$ cat config.mk
export PLATFORM = sky130hd
export DESIGN_NAME = suansha_scheduler
export DESIGN_NICKNAME = d
export VERILOG_FILES = /design/src/rtl/suansha_pkg.sv /design/src/rtl/suansha_board_swap.sv /design/src/rtl/suansha_scheduler.sv
export SDC_FILE = /design/constraint.sdc
export NUM_CORES = 1
export LEC_CHECK = 0
export CAP_MARGIN = 20
export CORE_AREA = 10 10 351 353
export CTS_BUF_LIST = sky130_fd_sc_hd__clkbuf_8 sky130_fd_sc_hd__clkbuf_16
export DETAILED_ROUTE_END_ITERATION = 7
export DIE_AREA = 0 0 361 363
export RECOVER_POWER = 25
export SETUP_SLACK_MARGIN = 0.5
export SYNTH_ARGS = -nofsm -noshare
export SYNTH_HDL_FRONTEND = slang
export SYNTH_SLANG_ARGS = --single-unit
$ cat constraint.sdc
create_clock -name i_clk -period 1.9 [get_ports i_clk]
set_clock_uncertainty 0.1 [all_clocks]
set_input_delay 0.285 -clock i_clk [delete_from_list [all_inputs] [get_ports i_clk]]
set_output_delay 0.285 -clock i_clk [all_outputs]
set_load 0.03 [all_outputs]
$ cat src/rtl/suansha_pkg.sv
// rtl/suansha_pkg.sv - shared board type, cell codes and scheduler states for the kill-search chain
package suansha_pkg;

  localparam int N_CELLS          = 225;
  localparam int MAX_ENGINE_DEPTH = 8;

  localparam logic [1:0] EMPTY = 2'd0;
  localparam logic [1:0] OWN   = 2'd1;
  localparam logic [1:0] OPP   = 2'd2;

  typedef logic [N_CELLS-1:0][1:0] board;

  typedef enum logic [2:0] {
    S_IDLE,
    S_LAUNCH,
    S_WAIT,
    S_ABORT,
    S_NEXT,
    S_DONE
  } sched_state_e;

  // Reserved code 3 and EMPTY pass through untouched.
  function automatic logic [1:0] swap_cell(input logic [1:0] c);
    logic [1:0] r;
    r = c;
    if (c == OWN) r = OPP;
    else if (c == OPP) r = OWN;
    return r;
  endfunction

endpackage

$ cat src/rtl/suansha_board_swap.sv
// rtl/suansha_board_swap.sv - combinational own/opponent colour swap over a full board
module board_swap
  import suansha_pkg::*;
(
  input  board i_board,
  output board o_board
);

  always_comb begin
    o_board = i_board;
    for (int i = 0; i < N_CELLS; i++) begin
      o_board[i] = swap_cell(i_board[i]);
    end
  end

endmodule

$ cat src/rtl/suansha_scheduler.sv
// rtl/suansha_scheduler.sv - runs own-side then opponent-side iterative-deepening kill searches on one engine
module suansha_scheduler
  import suansha_pkg::*;
#(
  parameter int DEPTH_MIN  = 2,
  parameter int DEPTH_STEP = 2,
  parameter int DEPTH_MAX  = 8,
  parameter int BUDGET     = 1_000_000,
  parameter int CNT_W      = 20,
  parameter int ABORT_CYC  = 2
) (
  input  logic       i_clk,
  input  logic       i_rst,
  input  logic       i_start,
  input  board       i_board,
  output logic       o_busy,
  output logic       o_done,
  output logic       o_own_sha,
  output logic       o_opp_sha,
  output logic [4:0] o_own_depth,
  output logic [4:0] o_opp_depth,
  output logic       o_timeout,
  output logic       o_eng_start,
  output logic [4:0] o_eng_depth,
  output board       o_eng_board,
  output logic       o_eng_abort,
  input  logic       i_eng_sha,
  input  logic       i_eng_finish
);

  localparam int AW = (ABORT_CYC > 1) ? $clog2(ABORT_CYC) : 1;
  localparam logic [CNT_W-1:0] CNT_LAST   = CNT_W'(BUDGET - 1);
  localparam logic [AW-1:0]    ABORT_LAST = AW'(ABORT_CYC - 1);
  localparam logic [5:0]       D_MIN      = 6'(DEPTH_MIN);
  localparam logic [5:0]       D_STEP     = 6'(DEPTH_STEP);
  localparam logic [5:0]       D_MAX      = 6'(DEPTH_MAX);

  sched_state_e     state_q, state_d;
  board             board_q, board_d;
  board             board_sw;
  logic             qry_q, qry_d;
  logic [5:0]       dep_q, dep_d;
  logic [5:0]       dep_step;
  logic [CNT_W-1:0] cnt_q, cnt_d;
  logic [AW-1:0]    acnt_q, acnt_d;
  logic             pend_q, pend_d;
  logic             own_sha_q, own_sha_d;
  logic             opp_sha_q, opp_sha_d;
  logic [4:0]       own_dep_q, own_dep_d;
  logic [4:0]       opp_dep_q, opp_dep_d;
  logic             tout_q, tout_d;
  logic             rec_en, rec_sha;
  logic [4:0]       rec_dep;

  board_swap u_swap (
    .i_board (board_q),
    .o_board (board_sw)
  );

  assign dep_step = dep_q + D_STEP;

  always_comb begin
    state_d   = state_q;
    board_d   = board_q;
    qry_d     = qry_q;
    dep_d     = dep_q;
    cnt_d     = cnt_q;
    acnt_d    = acnt_q;
    pend_d    = pend_q;
    own_sha_d = own_sha_q;
    opp_sha_d = opp_sha_q;
    own_dep_d = own_dep_q;
    opp_dep_d = opp_dep_q;
    tout_d    = tout_q;
    rec_en    = 1'b0;
    rec_sha   = 1'b0;
    rec_dep   = 5'd0;

    case (state_q)
      S_IDLE: begin
        if (i_start) begin
          board_d   = i_board;
          qry_d     = 1'b0;
          dep_d     = D_MIN;
          cnt_d     = '0;
          pend_d    = 1'b0;
          own_sha_d = 1'b0;
          opp_sha_d = 1'b0;
          own_dep_d = 5'd0;
          opp_dep_d = 5'd0;
          tout_d    = 1'b0;
          state_d   = S_LAUNCH;
        end
      end
      S_LAUNCH: state_d = S_WAIT;
      S_WAIT: begin
        cnt_d = cnt_q + CNT_W'(1);
        // A finish in the expiry cycle still counts as a clean result.
        if (i_eng_finish) begin
          state_d = S_NEXT;
          if (i_eng_sha) begin
            rec_en  = 1'b1;
            rec_sha = 1'b1;
            rec_dep = dep_q[4:0];
          end else if (dep_step <= D_MAX) begin
            dep_d  = dep_step;
            pend_d = 1'b1;
          end else begin
            rec_en = 1'b1;
          end
        end else if (cnt_q == CNT_LAST) begin
          acnt_d  = '0;
          state_d = S_ABORT;
        end
      end
      S_ABORT: begin
        if (acnt_q == ABORT_LAST) begin
          rec_en  = 1'b1;
          tout_d  = 1'b1;
          state_d = S_NEXT;
        end else begin
          acnt_d = acnt_q + AW'(1);
        end
      end
      S_NEXT: begin
        if (pend_q) begin
          pend_d  = 1'b0;
          state_d = S_LAUNCH;
        end else if (!qry_q) begin
          qry_d   = 1'b1;
          cnt_d   = '0;
          dep_d   = D_MIN;
          state_d = S_LAUNCH;
        end else begin
          state_d = S_DONE;
        end
      end
      S_DONE:  state_d = S_IDLE;
      default: state_d = S_IDLE;
    endcase

    if (rec_en) begin
      if (qry_q) begin
        opp_sha_d = rec_sha;
        opp_dep_d = rec_dep;
      end else begin
        own_sha_d = rec_sha;
        own_dep_d = rec_dep;
      end
    end
  end

  always_ff @(posedge i_clk) begin
    if (i_rst) begin
      state_q   <= S_IDLE;
      board_q   <= '0;
      qry_q     <= 1'b0;
      dep_q     <= 6'd0;
      cnt_q     <= '0;
      acnt_q    <= '0;
      pend_q    <= 1'b0;
      own_sha_q <= 1'b0;
      opp_sha_q <= 1'b0;
      own_dep_q <= 5'd0;
      opp_dep_q <= 5'd0;
      tout_q    <= 1'b0;
    end else begin
      state_q   <= state_d;
      board_q   <= board_d;
      qry_q     <= qry_d;
      dep_q     <= dep_d;
      cnt_q     <= cnt_d;
      acnt_q    <= acnt_d;
      pend_q    <= pend_d;
      own_sha_q <= own_sha_d;
      opp_sha_q <= opp_sha_d;
      own_dep_q <= own_dep_d;
      opp_dep_q <= opp_dep_d;
      tout_q    <= tout_d;
    end
  end

  assign o_busy      = (state_q != S_IDLE);
  assign o_done      = (state_q == S_DONE);
  assign o_eng_start = (state_q == S_LAUNCH);
  assign o_eng_abort = (state_q == S_ABORT);
  assign o_eng_depth = dep_q[4:0];
  assign o_eng_board = qry_q ? board_sw : board_q;
  assign o_own_sha   = own_sha_q;
  assign o_opp_sha   = opp_sha_q;
  assign o_own_depth = own_dep_q;
  assign o_opp_depth = opp_dep_q;
  assign o_timeout   = tout_q;

endmodule

# After elaboration in Yosys (flattened, before gate mapping)
# Index checks and enable logic that the tools add are counted.
[classes]
magnitude_cmp = 1
muxes = 509
reduce_logical = 14
n_eq_ne = 466
n_addsub = 3
[op_table]
columns = ["operator", "count"]
rows = [
  ["$mux 2", 450],
  ["$eq 2x1->1 const B", 225],
  ["$eq 2x2->1 const B", 225],
  ["$mux 450", 1],
  ["$mux 20", 3],
  ["$pmux 20 s3", 1],
  ["$mux 5", 11],
  ["$mux 6", 6],
  ["$mux 1", 24],
  ["$add 20x1->20 const B", 1],
  ["$eq 20x20->1 const B", 1],
  ["$mux 3", 6],
  ["$pmux 6 s3", 1],
  ["$ne 2x2->1 const B", 8],
  ["$pmux 3 s5", 1],
  ["$reduce_and 3->1", 4],
  ["$pmux 1 s2", 4],
  ["$reduce_and 7->1", 1],
  ["$add 6x2->6 const B", 1],
  ["$eq 3x2->1 const B", 2],
  ["$eq 3x3->1 const B", 2],
  ["$le 6x4->1 const B", 1],
  ["$reduce_bool 2->1", 3],
  ["$reduce_bool 3->1", 2],
  ["9 further kinds", 9],
]
[word_totals]
in_bits = 455
regBits = 495
word_cells = 1229
out_inout_bits = 472

# Logic depth before layout (Yosys ltp)
[logic_depth]
depth_word = 7
mapped_depth = 7
depth_no_buf = 6

# Hierarchy
# Synthesis repeated with hierarchy kept, for this count alone.
[hier_totals]
cells_unflattened = 3158
area_unflattened_um2 = 24405.9
[by_module_without_submodules]
columns = ["mod", "cells_each", "instances", "seq_area_each_um2", "area_per_inst_um2"]
rows = [
  ["suansha_scheduler", 2708, 1, 9889.5, 22716.8],
  ["board_swap", 450, 1, 0.0, 1689.1],
]

# Worst setup path before layout
# OpenSTA, ideal clock, no wires.
[synth_path]
path_type = "reg-to-output"
startpoint = "register qry_q"
endpoint = "output port o_eng_board[392] (netlist name)"
required_ns = 1.515
path_stages_with_launch = 6
setup_slack_ns = -0.261
path_buffers = 4
arrival_ns = 1.776
path_cell_list = "dfxtp_1 > buf_6 > clkbuf_1 > clkbuf_1 > clkbuf_1 > mux2_2"
[synth_rtl]
columns = ["element", "line_no", "text"]
rows = [
  ["start: declaration", "suansha_scheduler.sv:41", "logic qry_q, qry_d;"],
  ["start signal: assignment", "suansha_scheduler.sv:170", "qry_q <= qry_d;"],
  ["end: declaration", "suansha_scheduler.sv:25", "output board o_eng_board,"],
]

==> flow_summary.ini <==
[die]
io_pins = 927
die_area_um2 = 131000
start_util = 0.196
row_count = 125
coreArea_um2 = 116000
fp.dieH_um = 363
die_w_um = 361

[sta]
finalSetupViolations = 888
fin_crit_ns = 2.61
worst_slack_ns = -0.712
fmax_ghz = 0.383
final_max_slew_viol_count = 0
rsz0062_at_grt = yes
finalHoldViolCount = 0
relSlewSlack = 0.543
tightest_slew_ns = 0.684
timing.final.crit_share = 1.37

[power]
vdd_drop_max_mv = 0.897
power_frac_seq = 0.288
p_per_area_nw_per_um2 = 1230
intPower_mw = 29.3
pwr-share-clk = 0.250
total_power_mw = 48.4
p_sw_frac = 0.394
pwr-share-comb = 0.462
p_sw_mw = 19.1
p_leak_nw = 15.6

[critical_path]
cp_common_cell = buf_12
r2r-start = qry_q
crit_family = buffers and inverters
crit_type = register to primary output
timing.critical_path.to = o_eng_board[182]
startpoint = qry_q
cpPeakStageDelay_ns = 0.41
worstPathMaxFanout = 10
cp.required_ns = 1.51
cp_slowest_cell = dfxtp_4
critical_path_arrival_ns = 2.23
crit_path_start_kind = register
crit_buf_inv = 5
r2r_end = cnt_q[19]
reg2reg_depth = 6
worst_setup_path_end_kind = primary output
worst-path-stages = 6
worstPathCellList = buf_12 -> buf_16 -> buf_12 -> buf_12 -> mux2_4 -> buf_6
reg2reg_slack_ns = -0.30

[route]
met1_length_um = 45600
ant_nets = 0
met3_length_um = 9690
num_vias = 23351
wl_met2_um = 58100
routed.top_layer = met5
firstDrtPassIters = 5
wl_per_cell_um = 22.1
vias_per_cell = 4.41
post-route-drc-count = 0
wirelength_um = 117000
drt_iter0_markers = 1472

[outcome]
status = finished, violations left
violations = setup timing

[min_path]
hold_class = primary input to register
min_from = i_board[46]

[finish]
area_growth_pct = 72.7
layoutNonFillerInstCount = 5298
fin_nets = 4175
nFillCells = 11892
drive_above_1_share = 0.334

[synth]
yosys_warnings = 0
synth.top_cells.by_area = dfxtp_1, mux2_2, nand2_1
synth.avg_cell_area_um2 = 8.38
synth_flop_cell = dfxtp_1
async_reset_ff_frac = 0
synth_area_um2 = 22700
ys_seq_area_frac = 0.435
ys_types = 47
synth_nets = 3168
yosysTopAreaCellShare = 0.435
synth_common_cells = nand2_1, dfxtp_1, a21oi_1, mux2_2, clkbuf_1
synth-edff-count = 0
syn_inst = 2711
yosysMostFrequentCell = nand2_1
synth_top_cell_by_area = dfxtp_1
synth-seq-cells = 494

[clock_tree]
clkTransAtPathRegs_ns = 0.06
h-tree-depth = 2
clockRootBuffer = clkbuf_16
cts_tree = yes
cts_sinks = 494
clock_latency_ns = 0.65
clk_path_buf_depth = 3
cts_buffers = 58

[placed_design]
io_buffers = 925
place_congestion = 0.855
place_inst = 5121
dpl_worst_slack_ns = -0.454
post-dp-hpwl_um = 89700

[grt]
track_usage = 0.163
grt_first_pass_wirelength_um = 161000
grt_start_max_net_pins = 79
grt_pass1_vias = 22906
antenna_found_initial = 37
overflow = 0

[job]
drv_cap = 0
-- flip-flops by register name (all words and copies together), names as in the netlist, 3 cells and up --
register and count:
state_q 3, dep_q 5, board_q 450, o_opp_depth 5, o_own_depth 5, cnt_q 20
-- placed cells by master, fill, tap and decap left out, types with 3 or more instances in the layout --
| master | n |
|---|---|
| inv_6 | 3 |
| clkbuf_2 | 3 |
| clkbuf_16 | 73 |
| xor2_1 | 7 |
| nor4_1 | 3 |
| nor3b_1 | 5 |
| nand4_1 | 5 |
| mux2_4 | 224 |
| nor2b_1 | 3 |
| buf_12 | 51 |
| dfxtp_1 | 489 |
| xnor2_1 | 12 |
| clkbuf_8 | 13 |
| nand3_1 | 8 |
| nand2b_1 | 5 |
| mux2i_1 | 12 |
| dfxtp_4 | 3 |
| bufinv_16 | 8 |
| clkdlybuf4s15_2 | 57 |
| o21ai_0 | 5 |
| mux2_2 | 227 |
| clkdlybuf4s50_1 | 470 |
| buf_2 | 11 |
| clkinv_2 | 7 |
| inv_1 | 14 |
| buf_8 | 20 |
| nor3_1 | 6 |
| dlygate4sd2_1 | 9 |
| a21oi_1 | 456 |
| nor2_1 | 38 |
| buf_6 | 247 |
| buf_4 | 261 |
| o21bai_1 | 3 |
| buf_16 | 18 |
| nand2_1 | 929 |
| diode_2 | 10 |
-- tightest hold or removal path: cells and delay by family --
family	cells	cell delay (ns)
buffers and inverters	1	0.39
AND/OR/NAND/NOR	1	0.06
AO/OA/AOI/OAI	1	0.05
-- power groups by stage --
stage	Combinational, mW	Clock, mW	Sequential (mW)
floorplan	12.8	0	13.5
global placement	20.6	0	14.0
detailed placement	20.7	0	14.0
CTS	21.4	12.4	13.8
global route	23.6	12.8	14.2
finish	22.4	12.1	13.9
-- final cells by class --
type / count / area (um^2) / share of cell area
Antenna cell: 10 / 25.0 / 0.000638
Clock buffer: 72 / 1660 / 0.0422
Clock inverter: 34 / 395 / 0.0101
Inverter: 5 / 21.3 / 0.000542
Multi-Input combinational cell: 1997 / 12900 / 0.329
Sequential cell: 494 / 9900 / 0.252
Tap cell: 1524 / 1910 / 0.0486
Timing Repair Buffer: 1162 / 12400 / 0.316
-- how the worst min path moves through the flow --
stage                                end  slack, ns  depth (start not counted)
after floorplan              board_q[11]       0.32                          2
after global placement    o_opp_depth[3]       0.34                          2
after detailed placement  o_opp_depth[3]       0.35                          2
after CTS                    board_q[57]       0.01                          3
after global routing        board_q[370]       0.04                          3
final                        board_q[46]       0.07                          3
-- cells by family after synthesis --
| group | after synthesis | synth area share |
|---|---|---|
| simple gates | 1026 | 0.178 |
| flops | 494 | 0.435 |
| other cells | 1 | 0.000165 |
| xor+xnor | 20 | 0.00771 |
| compound gates | 485 | 0.111 |
| buf+inv | 220 | 0.0376 |
| fa+ha+maj | 2 | 0.00110 |
| mux | 463 | 0.229 |
-- what timing repair did --
item / in CTS / in global routing
gates cloned: 12 / 15
endpoints found under the hold margin: 34 / 0
hold buffers: 1 / 0
gates resized for setup: 643 / 382
buffers inserted: 20 / 13
setup endpoints to repair: 965 / 965
-- per-stage QoR --
stage | util | hold WS, ns | setup TNS [ns] | cell area, um^2
final | 0.339 | 0.0748 | -307.32 | 39200
after global routing | 0.338 | 0.0436 | -402.75 | 39200
after CTS | 0.325 | 0.0109 | -329.15 | 37700
after detailed placement | 0.297 | 0.346 | -241.94 | 34400
after global placement | 0.297 | 0.343 | -226.53 | 34400
after floorplan | - | 0.321 | -0.382 | 23600
-- per-layer routing --
metal	track usage	vias to the layer above
met1	0.184	11210
met4	0.0423	56
met5	0	-
met2	0.289	759
li1	-	11126
met3	0.0581	200
Note: power is estimated with default switching activity, not from simulation.
==> RTL edit (config.mk and constraints unchanged) <==
Set the parameter `CNT_W` to 30 (it was 20).
--- a/src/rtl/suansha_scheduler.sv
+++ b/src/rtl/suansha_scheduler.sv
@@ -6,7 +6,7 @@
   parameter int DEPTH_STEP = 2,
   parameter int DEPTH_MAX  = 8,
   parameter int BUDGET     = 1_000_000,
-  parameter int CNT_W      = 20,
+  parameter int CNT_W      = 30,
   parameter int ABORT_CYC  = 2
 ) (
   input  logic       i_clk,
Function: not settled (the Yosys comparison gave no result); the edit may change what the design does.
==> RTL edit against the unedited design <==
The run still ends with setup timing left; wire length grew 1.9%; area after synthesis grew 1.8%; register-to-register slack lost 130 ps; setup slack gained 8.5 ps; sequential cell count increased by 10; cell area up 0.68%; hold slack better by 4.0 ps; sequential share of layout area grew 0.33 points; critical path depth stayed put; fmax up 0.32%; critical endpoint is now o_eng_board[379].
Power is not compared: it rests on default switching activity, and its combinational part moved more than twofold at a synthesized area within 25%.
==> RTL edit: results (changes against the unedited design) <==
Run status
  • Result of the run: complete, but fails checks
  • Failing checks: setup timing

Route
  • Vias per cell: 4.47 (+1.4%)
  • DRT iter0 DRCs: 1682 (+14%)
  • WL met1: 44800 um (-1.8%)
  • Met2 WL: 60000 um (+3.2%)
  • Routed met3 length: 10200 um (+4.8%)

CTS
  • Clock Latency Late Sink: 620 ps (-30 ps)
  • CTS buffer count: 59 (+1.7%)

Final layout
  • Final core occ: 34.1% (+0.23 points)
  • Area of the multi-input gates: 13200 um2 (+2.2%)
  • Comb_multi_in: 2042 (+2.3%)
  • Biggest regs: board_q: 450 flops, cnt_q: 30 flops
  • Fin nets: 4280 (+2.5%)
  • # diodes: 12 (+2)
  • Non-clk bufs: 1207 (+3.9%)
  • Layout cell share with drive strength beyond 1: 33.4% (about the same)
  • Fillers: 11900 (+0.28%)
  • Signal buffers share of area: 30.9% (-0.75 points)

Worst setup path
  • Crit-path max cell delay: 430 ps (+20 ps)
  • R2R setup slack: -430 ps (-130 ps)
  • R2r worst-path depth: 7 (+1)

Synthesis
  • Synth Area in Compound Gates: 11.3% (+0.16 points)
  • Synth Instances: 2772 (+2.3%)
  • Area contributors post-synth: dfxtp_1 (44%), mux2_2 (22%), nand2_1 (15%), a21oi_1 (10%), clkbuf_1 (3.1%)
  • Synth Area in XOR/XNOR: 0.795% (+0.024 points)
  • Post-synthesis mux area share: 22.3% (-0.59 points)

Timing
  • Final setup vio count: 511 (-42%)
  • Final setup margin: -704 ps (+8.45 ps)

Global route
  • GRT Total Usage: 16.4% (+0.079 points)
  • Met3 Use GR: 5.57% (-0.25 points)
  • M2 GR Usage: 29.5% (+0.59 points)
  • First-pass GRT wire length: 163000 um (+0.76%)
  • Vias in the first global route: 23400 (+2.1%)

Placement
  • Placed instance area: 35200 um2 (+2.2%)
  • Pre-CTS WS: -359 ps (+94.9 ps)
  • HPWL Detailed: 92300 um (+2.9%)
RTL edit: cell count changes after synthesis, sizes merged, moves of 4 or more:
| cell | before | now |
|---|---|---|
| buf | 8 | 23 |
| clkbuf | 207 | 194 |
| a21oi | 458 | 468 |
| dfxtp | 494 | 504 |
| nand3 | 8 | 18 |
| and3 | 0 | 8 |
| nor4 | 4 | 11 |
| nand2 | 929 | 935 |
| or3 | 3 | 8 |
| inv | 5 | 9 |
| nor2 | 40 | 36 |
| nor3b | 7 | 3 |
| o21bai | 4 | 0 |
RTL edit: timing repair:
action,4_1_cts,5_1_grt
endpoints found under the hold margin,21,0
buffers inserted,21,40
gates resized for setup,672,676
cloned,2,21
hold buffers,1,0
endpoints found under the setup margin,974,974
RTL edit: final timing paths:
check,start,endpoint
worst max-delay path,qry_q,o_eng_board[379]
worst min-delay path,i_board[424],board_q[424]
worst max register to register,qry_q,cnt_q[25]
worst min register to register,o_opp_depth[0],o_opp_depth[0]
